File: src/rtl/alu_pkg.sv
// alu_pkg: shared widths, op codes and sequencer states for the Gray-input ALU path
package alu_pkg;
  localparam int DATA_W = 4;
  localparam int OP_W = 2;
  localparam logic [OP_W-1:0] OP_ADD = 2'd0;
  localparam logic [OP_W-1:0] OP_SUB = 2'd1;
  localparam logic [OP_W-1:0] OP_AND = 2'd2;
  localparam logic [OP_W-1:0] OP_OR = 2'd3;
  typedef enum logic [2:0] {LOAD_A, LOAD_B, LOAD_OP, SETTLE, HOLD} seq_state_t;
endpackage

File: src/rtl/bin_to_gray.sv
// bin_to_gray: combinational binary to reflected Gray code conversion
module bin_to_gray
  import alu_pkg::*;
#(
  parameter int W = DATA_W
) (
  input  logic [W-1:0] b,
  output logic [W-1:0] g
);
  assign g = b ^ (b >> 1);
endmodule

File: src/rtl/alu_operand_sequencer.sv
// alu_operand_sequencer: three-beat operand loader feeding the Gray ALU core and capturing its result
module alu_operand_sequencer
  import alu_pkg::*;
#(
  parameter int SETTLE_CYCLES = 1,
  parameter int CNT_W = 8
) (
  input  logic              clk,
  input  logic              rst,
  input  logic              in_valid,
  output logic              in_ready,
  input  logic [3:0]        in_data,
  output logic [3:0]        g1,
  output logic [3:0]        g2,
  output logic [1:0]        op,
  input  logic [3:0]        alu_r,
  input  logic              alu_zero,
  input  logic              alu_overflow,
  output logic              res_valid,
  input  logic              res_ready,
  output logic [3:0]        res_data,
  output logic              res_zero,
  output logic              res_ovf,
  output logic [CNT_W-1:0]  op_count
);
  seq_state_t state, state_nxt;
  logic [3:0] cnt;
  logic [DATA_W-1:0] gray_a, gray_b;
  logic acc, hs;
  bin_to_gray u_gray_a (.b(in_data), .g(gray_a));
  bin_to_gray u_gray_b (.b(in_data), .g(gray_b));
  assign in_ready = state == LOAD_A || state == LOAD_B || state == LOAD_OP;
  assign res_valid = state == HOLD;
  assign acc = in_valid && in_ready;
  assign hs = res_valid && res_ready;
  always_comb begin
    state_nxt = state;
    case (state)
      LOAD_A:  state_nxt = acc ? LOAD_B : LOAD_A;
      LOAD_B:  state_nxt = acc ? LOAD_OP : LOAD_B;
      LOAD_OP: state_nxt = acc ? SETTLE : LOAD_OP;
      SETTLE:  state_nxt = cnt == 4'd0 ? HOLD : SETTLE;
      HOLD:    state_nxt = hs ? LOAD_A : HOLD;
      default: state_nxt = LOAD_A;
    endcase
  end
  always_ff @(posedge clk) begin
    if (rst) state <= LOAD_A;
    else state <= state_nxt;
  end
  // Result registers only move on the sample edge, so they stay stable through HOLD
  always_ff @(posedge clk) begin
    if (rst) begin
      g1 <= '0;
      g2 <= '0;
      op <= '0;
      cnt <= '0;
      res_data <= '0;
      res_zero <= 1'b0;
      res_ovf <= 1'b0;
      op_count <= '0;
    end else begin
      if (acc && state == LOAD_A) g1 <= gray_a;
      if (acc && state == LOAD_B) g2 <= gray_b;
      if (acc && state == LOAD_OP) begin
        op <= in_data[OP_W-1:0];
        cnt <= 4'(SETTLE_CYCLES - 1);
      end
      if (state == SETTLE) begin
        if (cnt == 4'd0) begin
          res_data <= alu_r;
          res_zero <= alu_zero;
          res_ovf <= alu_overflow;
        end else cnt <= cnt - 4'd1;
      end
      if (hs) op_count <= op_count + 1'b1;
    end
  end
endmodule

File: config.mk
export PLATFORM = sky130hd
export DESIGN_NAME = alu_operand_sequencer
export DESIGN_NICKNAME = d
export VERILOG_FILES = /design/src/rtl/alu_pkg.sv /design/src/rtl/bin_to_gray.sv /design/src/rtl/alu_operand_sequencer.sv
export SDC_FILE = /design/constraint.sdc
export NUM_CORES = 1
export LEC_CHECK = 0
export CORE_MARGIN = 2
export CORE_UTILIZATION = 42
export DETAILED_ROUTE_END_ITERATION = 12
export HOLD_SLACK_MARGIN = 0.05
export PLACE_DENSITY = 0.8
export REMOVE_ABC_BUFFERS = 1
export SETUP_SLACK_MARGIN = 0.3
export SLEW_MARGIN = 30
export SYNTH_ARGS = -nofsm -noshare
export SYNTH_HDL_FRONTEND = slang
export SYNTH_SLANG_ARGS = --single-unit
File: constraint.sdc
create_clock -name clk -period 1.4 [get_ports clk]
set_input_delay 0.28 -clock clk [delete_from_list [all_inputs] [get_ports clk]]
set_output_delay 0.28 -clock clk [all_outputs]
set_load 0.02 [all_outputs]
After elaboration in Yosys (flattened, before gate mapping)

Index checks and enable logic that the tools add are counted.

Flip-flop bits (word level): 31
Latch bits: 0
RAM bits: 0
ROM bits: 0
Bits of input ports: 14
Output and inout bits: 26
Logic and storage cells: 35
Memories kept: 0

Add/sub/neg operators: 2
Multiply operators: 0
Divide/modulo/power cells: 0
Order comparisons: 0
Eq/ne operators: 4
Shifts and indexed selects: 0
Multiplexer cells: 9
Bitwise logic cells: 1
Reduce and logical (&&, ||, !) cells: 10

Operator list:

| operator              | count |
|---|---|
| $pmux W3 S5           | 1 |
| $mux W4               | 3 |
| $add A8 B1 Y8 const B | 1 |
| $eq A3 B2 Y1 const B  | 2 |
| $mux W3               | 2 |
| $logic_and A1 B1 Y1   | 5 |
| $logic_not A4 Y1      | 1 |
| $sub A4 B1 Y4 const B | 1 |
| $xor A4 B3 Y4         | 1 |
| $eq A3 B1 Y1 const B  | 1 |
| $eq A3 B3 Y1 const B  | 1 |
| $logic_not A3 Y1      | 1 |
| $logic_or A1 B1 Y1    | 2 |
| $mux W1               | 2 |
| $mux W2               | 1 |
| $reduce_and A2 Y1     | 1 |

Longest topological paths before layout

Gate-level depths: netlist (run 1).

Depth in word-level cells: 8
Depth in mapped cells: 6
Gate-level depth less buffers: 5

Hierarchy

A second synthesis (run 1) with hierarchy kept.

Cell total of the unflattened synthesis: 157
Area, all modules: 1450.1 um2

Modules (own cells, without submodules):

| module                | instances | cells an instance | area an instance (um2) | sequential area each (um2) |
|---|---|---|---|---|
| alu_operand_sequencer | 1         | 149               | 1382.6                 | 620.6 |
| bin_to_gray           | 2         | 4                 | 33.8                   | 0.0 |

Worst setup path before layout (run 1)

OpenSTA, ideal clock, no wires.

Path kind: flip-flop to flip-flop
Start: register cnt[0]
End: register res_data[0]
Setup time: 132 ps
Arrival time: 1306 ps
Data required time: 1268 ps
Setup slack: -38 ps
Cell stages (with the launch flop): 7
Buffers on the path: 1
Period minus slack after synthesis: 1438 ps
Path through: dfxtp_1 -> inv_1 -> ha_1 -> or3b_2 -> clkbuf_1 -> o21ai_0 -> a21oi_1

Longest elaborated chain between the ends: 2

RTL lines:

| what                               | line                        | RTL |
|---|---|---|
| start, declared                    | alu_operand_sequencer.sv:27 | `logic [3:0] cnt;` |
| start signal, assigned             | alu_operand_sequencer.sv:67 | `cnt <= 4'(SETTLE_CYCLES - 1);` |
| start signal, assigned             | alu_operand_sequencer.sv:74 | `end else cnt <= cnt - 4'd1;` |
| $logic_not A4 Y1                   | alu_operand_sequencer.sv:70 | `if (cnt == 4'd0) begin` |
| $reduce_and A2 Y1 (no source line) | --                          |  |
| end signal, assigned               | alu_operand_sequencer.sv:71 | `res_data <= alu_r;` |
| end, declared                      | alu_operand_sequencer.sv:21 | `output logic [3:0] res_data,` |

Every way passes these cells.
A chain may end at the register's enable or synchronous reset.

Worst setup path in the final report (run 1)

Start: register state[2]
End: register cnt[1]

Longest elaborated chain between the ends: 8
Elaborated cells on any way between the ends: 11
Classes of those cells: eq/ne: 3; mux: 3; reduce/logical: 5

RTL lines:

| what                                             | line                        | RTL |
|---|---|---|
| start, declared                                  | alu_operand_sequencer.sv:26 | `seq_state_t state, state_nxt;` |
| start signal, assigned                           | alu_operand_sequencer.sv:49 | `else state <= state_nxt;` |
| $eq A3 B1 Y1 or $logic_not A3 Y1 (tied branches) | alu_operand_sequencer.sv:32 | `assign in_ready = state == LOAD_A \|\| state == LOAD_B \|\| state == LOAD_OP;` |
| $logic_or A1 B1 Y1 (2 in a row)                  | alu_operand_sequencer.sv:32 |  |
| $logic_and A1 B1 Y1                              | alu_operand_sequencer.sv:34 | `assign acc = in_valid && in_ready;` |
| $logic_and A1 B1 Y1                              | alu_operand_sequencer.sv:65 | `if (acc && state == LOAD_OP) begin` |
| $mux W4                                          | alu_operand_sequencer.sv:65 |  |
| $mux W4                                          | alu_operand_sequencer.sv:70 |  |
| $mux W4 (*)                                      | alu_operand_sequencer.sv:69 | `if (state == SETTLE) begin` |

Every way passes the cells marked *; elsewhere a longest branch is shown, timed or not.

==> impl_metrics.env, run 1 <==
export IMPL_status="complete, no violations"
export IMPL_ir_drop_uv=826
export IMPL_grt_pass1_wl_um=6300
export IMPL_dp_hpwl_um=2650
export IMPL_die_w_um=62.2
export IMPL_drt_iter0_drc=79
export IMPL_synth_compound_area_frac=0.173
export IMPL_holdPathEnd="res_data[3]$_SDFFE_PP0P_"
export IMPL_cts_tree="built"
export IMPL_hp_class="reg -> reg"
export IMPL_syn_to_final_growth_pct=72.2
export IMPL_stdcell_count=270
export IMPL_cp_max_fo=8
export IMPL_die_area_sq_mm=0.00387
export IMPL_gp_congestion=0.802
export IMPL_initial_core_util=0.433
export IMPL_clock_latency_ns=0.34
export IMPL_async_reset_ff_frac=0
export IMPL_synth_common_cells="dfxtp_1 (31), a21oi_1 (17), nor2_1 (13)"
export IMPL_grt_max_degree=19
export IMPL_coreArea_sq_mm=0.00328
export IMPL_cts_sinks=31
export IMPL_timing_max_cap_violations=0
export IMPL_drive_gt1_frac=0.607
export IMPL_synthSimpleGateAreaFrac=0.224
export IMPL_hold_viol=0
export IMPL_fin_ws_ns=0.0172
export IMPL_tightest_slew_ns=0.253
export IMPL_syn_inst=155
export IMPL_maxSlewHeadroom=0.830
export IMPL_route_vias_total=1432
export IMPL_maxSlewViolCount=0
export IMPL_first_global_vias=1416
export IMPL_rows=21
export IMPL_grt_overflow=0
export IMPL_ys_flop_type="dfxtp_1"
export IMPL_p_leak_uw=0.000949
export IMPL_endpoint_kind="register"
export IMPL_vias_per_cell=5.30
export IMPL_clockBufferDepth=2
export IMPL_cp_required_ns=1.67
export IMPL_yosysMostFrequentCell="dfxtp_1"
export IMPL_dp_cells=250
export IMPL_rsz0062_at_grt="yes"
export IMPL_ys_ff_latch=31
export IMPL_port_buffers=39
export IMPL_drc=0
export IMPL_wl_per_cell_um=14.6
export IMPL_synthAdderAreaFrac=0.0176
export IMPL_synth_mux_area_frac=0.0572
export IMPL_antenna_found_initial=0
export IMPL_synth_xor_area_frac=0.0246
export IMPL_fin_crit_ns=1.38
export IMPL_cts_clk_slew_worst_paths_ns=0.11
export IMPL_reg2reg_slack_ns=0.02
export IMPL_r2r_end="cnt[1]$_SDFF_PP0_"
export IMPL_cts_root_buf="clkbuf_4"
export IMPL_boundaryPins=40
export IMPL_drt_total_wl_um=3950
export IMPL_synth_cell_type_count=36
export IMPL_reg2reg_from="state[2]$_SDFF_PP0_"
export IMPL_pre_cts_ws_ns=-0.351
export IMPL_r2r_cells=4
export IMPL_yosys_area_top_type="dfxtp_1"
export IMPL_fmax_ghz=0.723
export IMPL_arrival_ns=1.66
export IMPL_synth_edf_count=0
export IMPL_die_h_um=62.2
export IMPL_holdCritStartpoint="res_data[3]$_SDFFE_PP0P_"
export IMPL_syn_area_per_cell_sq_um=9.17
export IMPL_gr_usage_all_layers=0.202
export IMPL_hold_depth=2
export IMPL_syn_area_sq_mm=0.00142
export IMPL_clock_skew_ns=0.0150
export IMPL_yosys_area_top_type_share=0.437
export IMPL_cellPowerDensity_mw_per_mm2=811
export IMPL_ctsHoldBuffers=0
export IMPL_drtAntennaViolNets=0
export IMPL_num_antenna_cells=0
export IMPL_critPathKind="reg -> reg"
export IMPL_fin_crit_sh=0.988
export IMPL_cp_start_kind="register"
export IMPL_htreeDepth=2
export IMPL_ys_warn_count=0
export IMPL_setup_viol=0
export IMPL_fin_nets=239
export IMPL_yosysSeqAreaShare=0.437
export IMPL_numCtsBuffers=5
export IMPL_synthTopCellsByArea="dfxtp_1 (44%), a21oi_1 (6.0%), mux2i_1 (4.9%)"
export IMPL_synth_top_family_by_area="simple AND/OR/NAND/NOR gates"
export IMPL_dr_pass1_iters=4
==> logic make-up (layout without fill, tap and decap cells) <==
kind of cell	count (synthesis)	after routing
adder cells (fa/ha/maj)	2	2
AO/OA/AOI/OAI	41	41
XOR/XNOR	4	4
buffers and inverters	20	89
AND/OR/NAND/NOR	49	49
flip-flops	31	31
multiplexers	8	8
==> routing by layer <==
layer	vias to the layer above	track usage	share of wire
li1	697	-	-
met1	697	0.217	0.39
met2	32	0.372	0.55
met3	6	0.0616	0.043
met4	0	0.0694	0.014
met5	-	0	0
==> stage by stage <==
stage	area, sq um	hold WS (ns)	utilization	TNS (ns)	power (uW)
2_1_floorplan	1350	0.349	-	-1.32	1050
3_3_place_gp	1970	0.462	0.601	-3.28	1190
3_5_place_dp	1970	0.470	0.601	-4.82	1200
4_1_cts	2220	0.472	0.675	0	1960
5_1_grt	2450	0.488	0.745	-0.0227	2060
6_report	2450	0.476	0.745	0	1980
==> how the worst max path moves through the flow <==
stage          cells past startpoint           startpoint                        to  slack, ns
2_1_floorplan                      3  state[0]$_SDFF_PP0_        g2[3]$_SDFFE_PP0P_      -0.25
3_3_place_gp                       4            res_ready  op_count[7]$_SDFFE_PP0P_      -0.32
3_5_place_dp                       4            res_ready  op_count[7]$_SDFFE_PP0P_      -0.35
4_1_cts                            4  state[2]$_SDFF_PP0_  op_count[5]$_SDFFE_PP0P_       0.04
5_1_grt                            7    cnt[0]$_SDFF_PP0_       state[2]$_SDFF_PP0_      -0.01
6_report                           4  state[2]$_SDFF_PP0_         cnt[1]$_SDFF_PP0_       0.02
==> what timing repair did <==
item | 4_1_cts | 5_1_grt
pin swaps | 16 | 15
resized for setup | 193 | 59
setup buffers | 3 | 9
hold endpoints to repair | 0 | 0
endpoints found under the setup margin | 57 | 57
cloned | 0 | 0
==> final cells by class <==
cell class | instances | area, sq um
Multi-Input combinational cell | 104 | 863
Fill cell | 232 | 837
Timing Repair Buffer | 74 | 734
Sequential cell | 31 | 679
Tap cell | 46 | 57.6
Clock buffer | 6 | 51.3
Clock inverter | 2 | 35.0
Inverter | 7 | 26.3
==> state kept, by name (all words and copies together) (netlist names) <==
signal,cells
g2,4
state,3
res_ovf,1
g1,4
cnt,4
res_data,4
res_zero,1
op_count,8
op,2
==> cells in the final DEF (no fill, tap or decap), drive strengths merged, types with 2 or more instances in the layout <==
cell type      instances
a211oi                 8
a21oi                 17
buf                   61
clkbuf                 6
clkdlybuf4s50         13
dfxtp                 31
ha                     2
inv                    7
mux2i                  7
nand2                  3
nand3                 10
nand4bb                2
nor2                  13
nor2b                  2
nor3b                  3
o211ai                 2
o21ai                  9
o31ai                  2
o32ai                  2
or3                    6
or4                    3
xnor2                  3
==> power breakdown <==
group	switching, uW	leakage (uW)	internal (uW)
Sequential	24.6	0.000268	898
Combinational	137	0.000633	176
Clock	327	0.0000482	422
Total	488	0.000949	1500
==> critical path, stage by stage (launching register included) <==
cell and delay [ns]:
dfxtp_4 0.38, buf_8 0.14, nand3b_1 0.25, or3_1 0.41
a21oi_2 0.12
Note: power is estimated with default switching activity, not from simulation.
==> inputs of run 2 (changes only) <==
HOLD_SLACK_MARGIN = 0.15   (was 0.05)
==> results of run 2 <==
The final DEF is identical to that of run 1; final timing and power are the same.
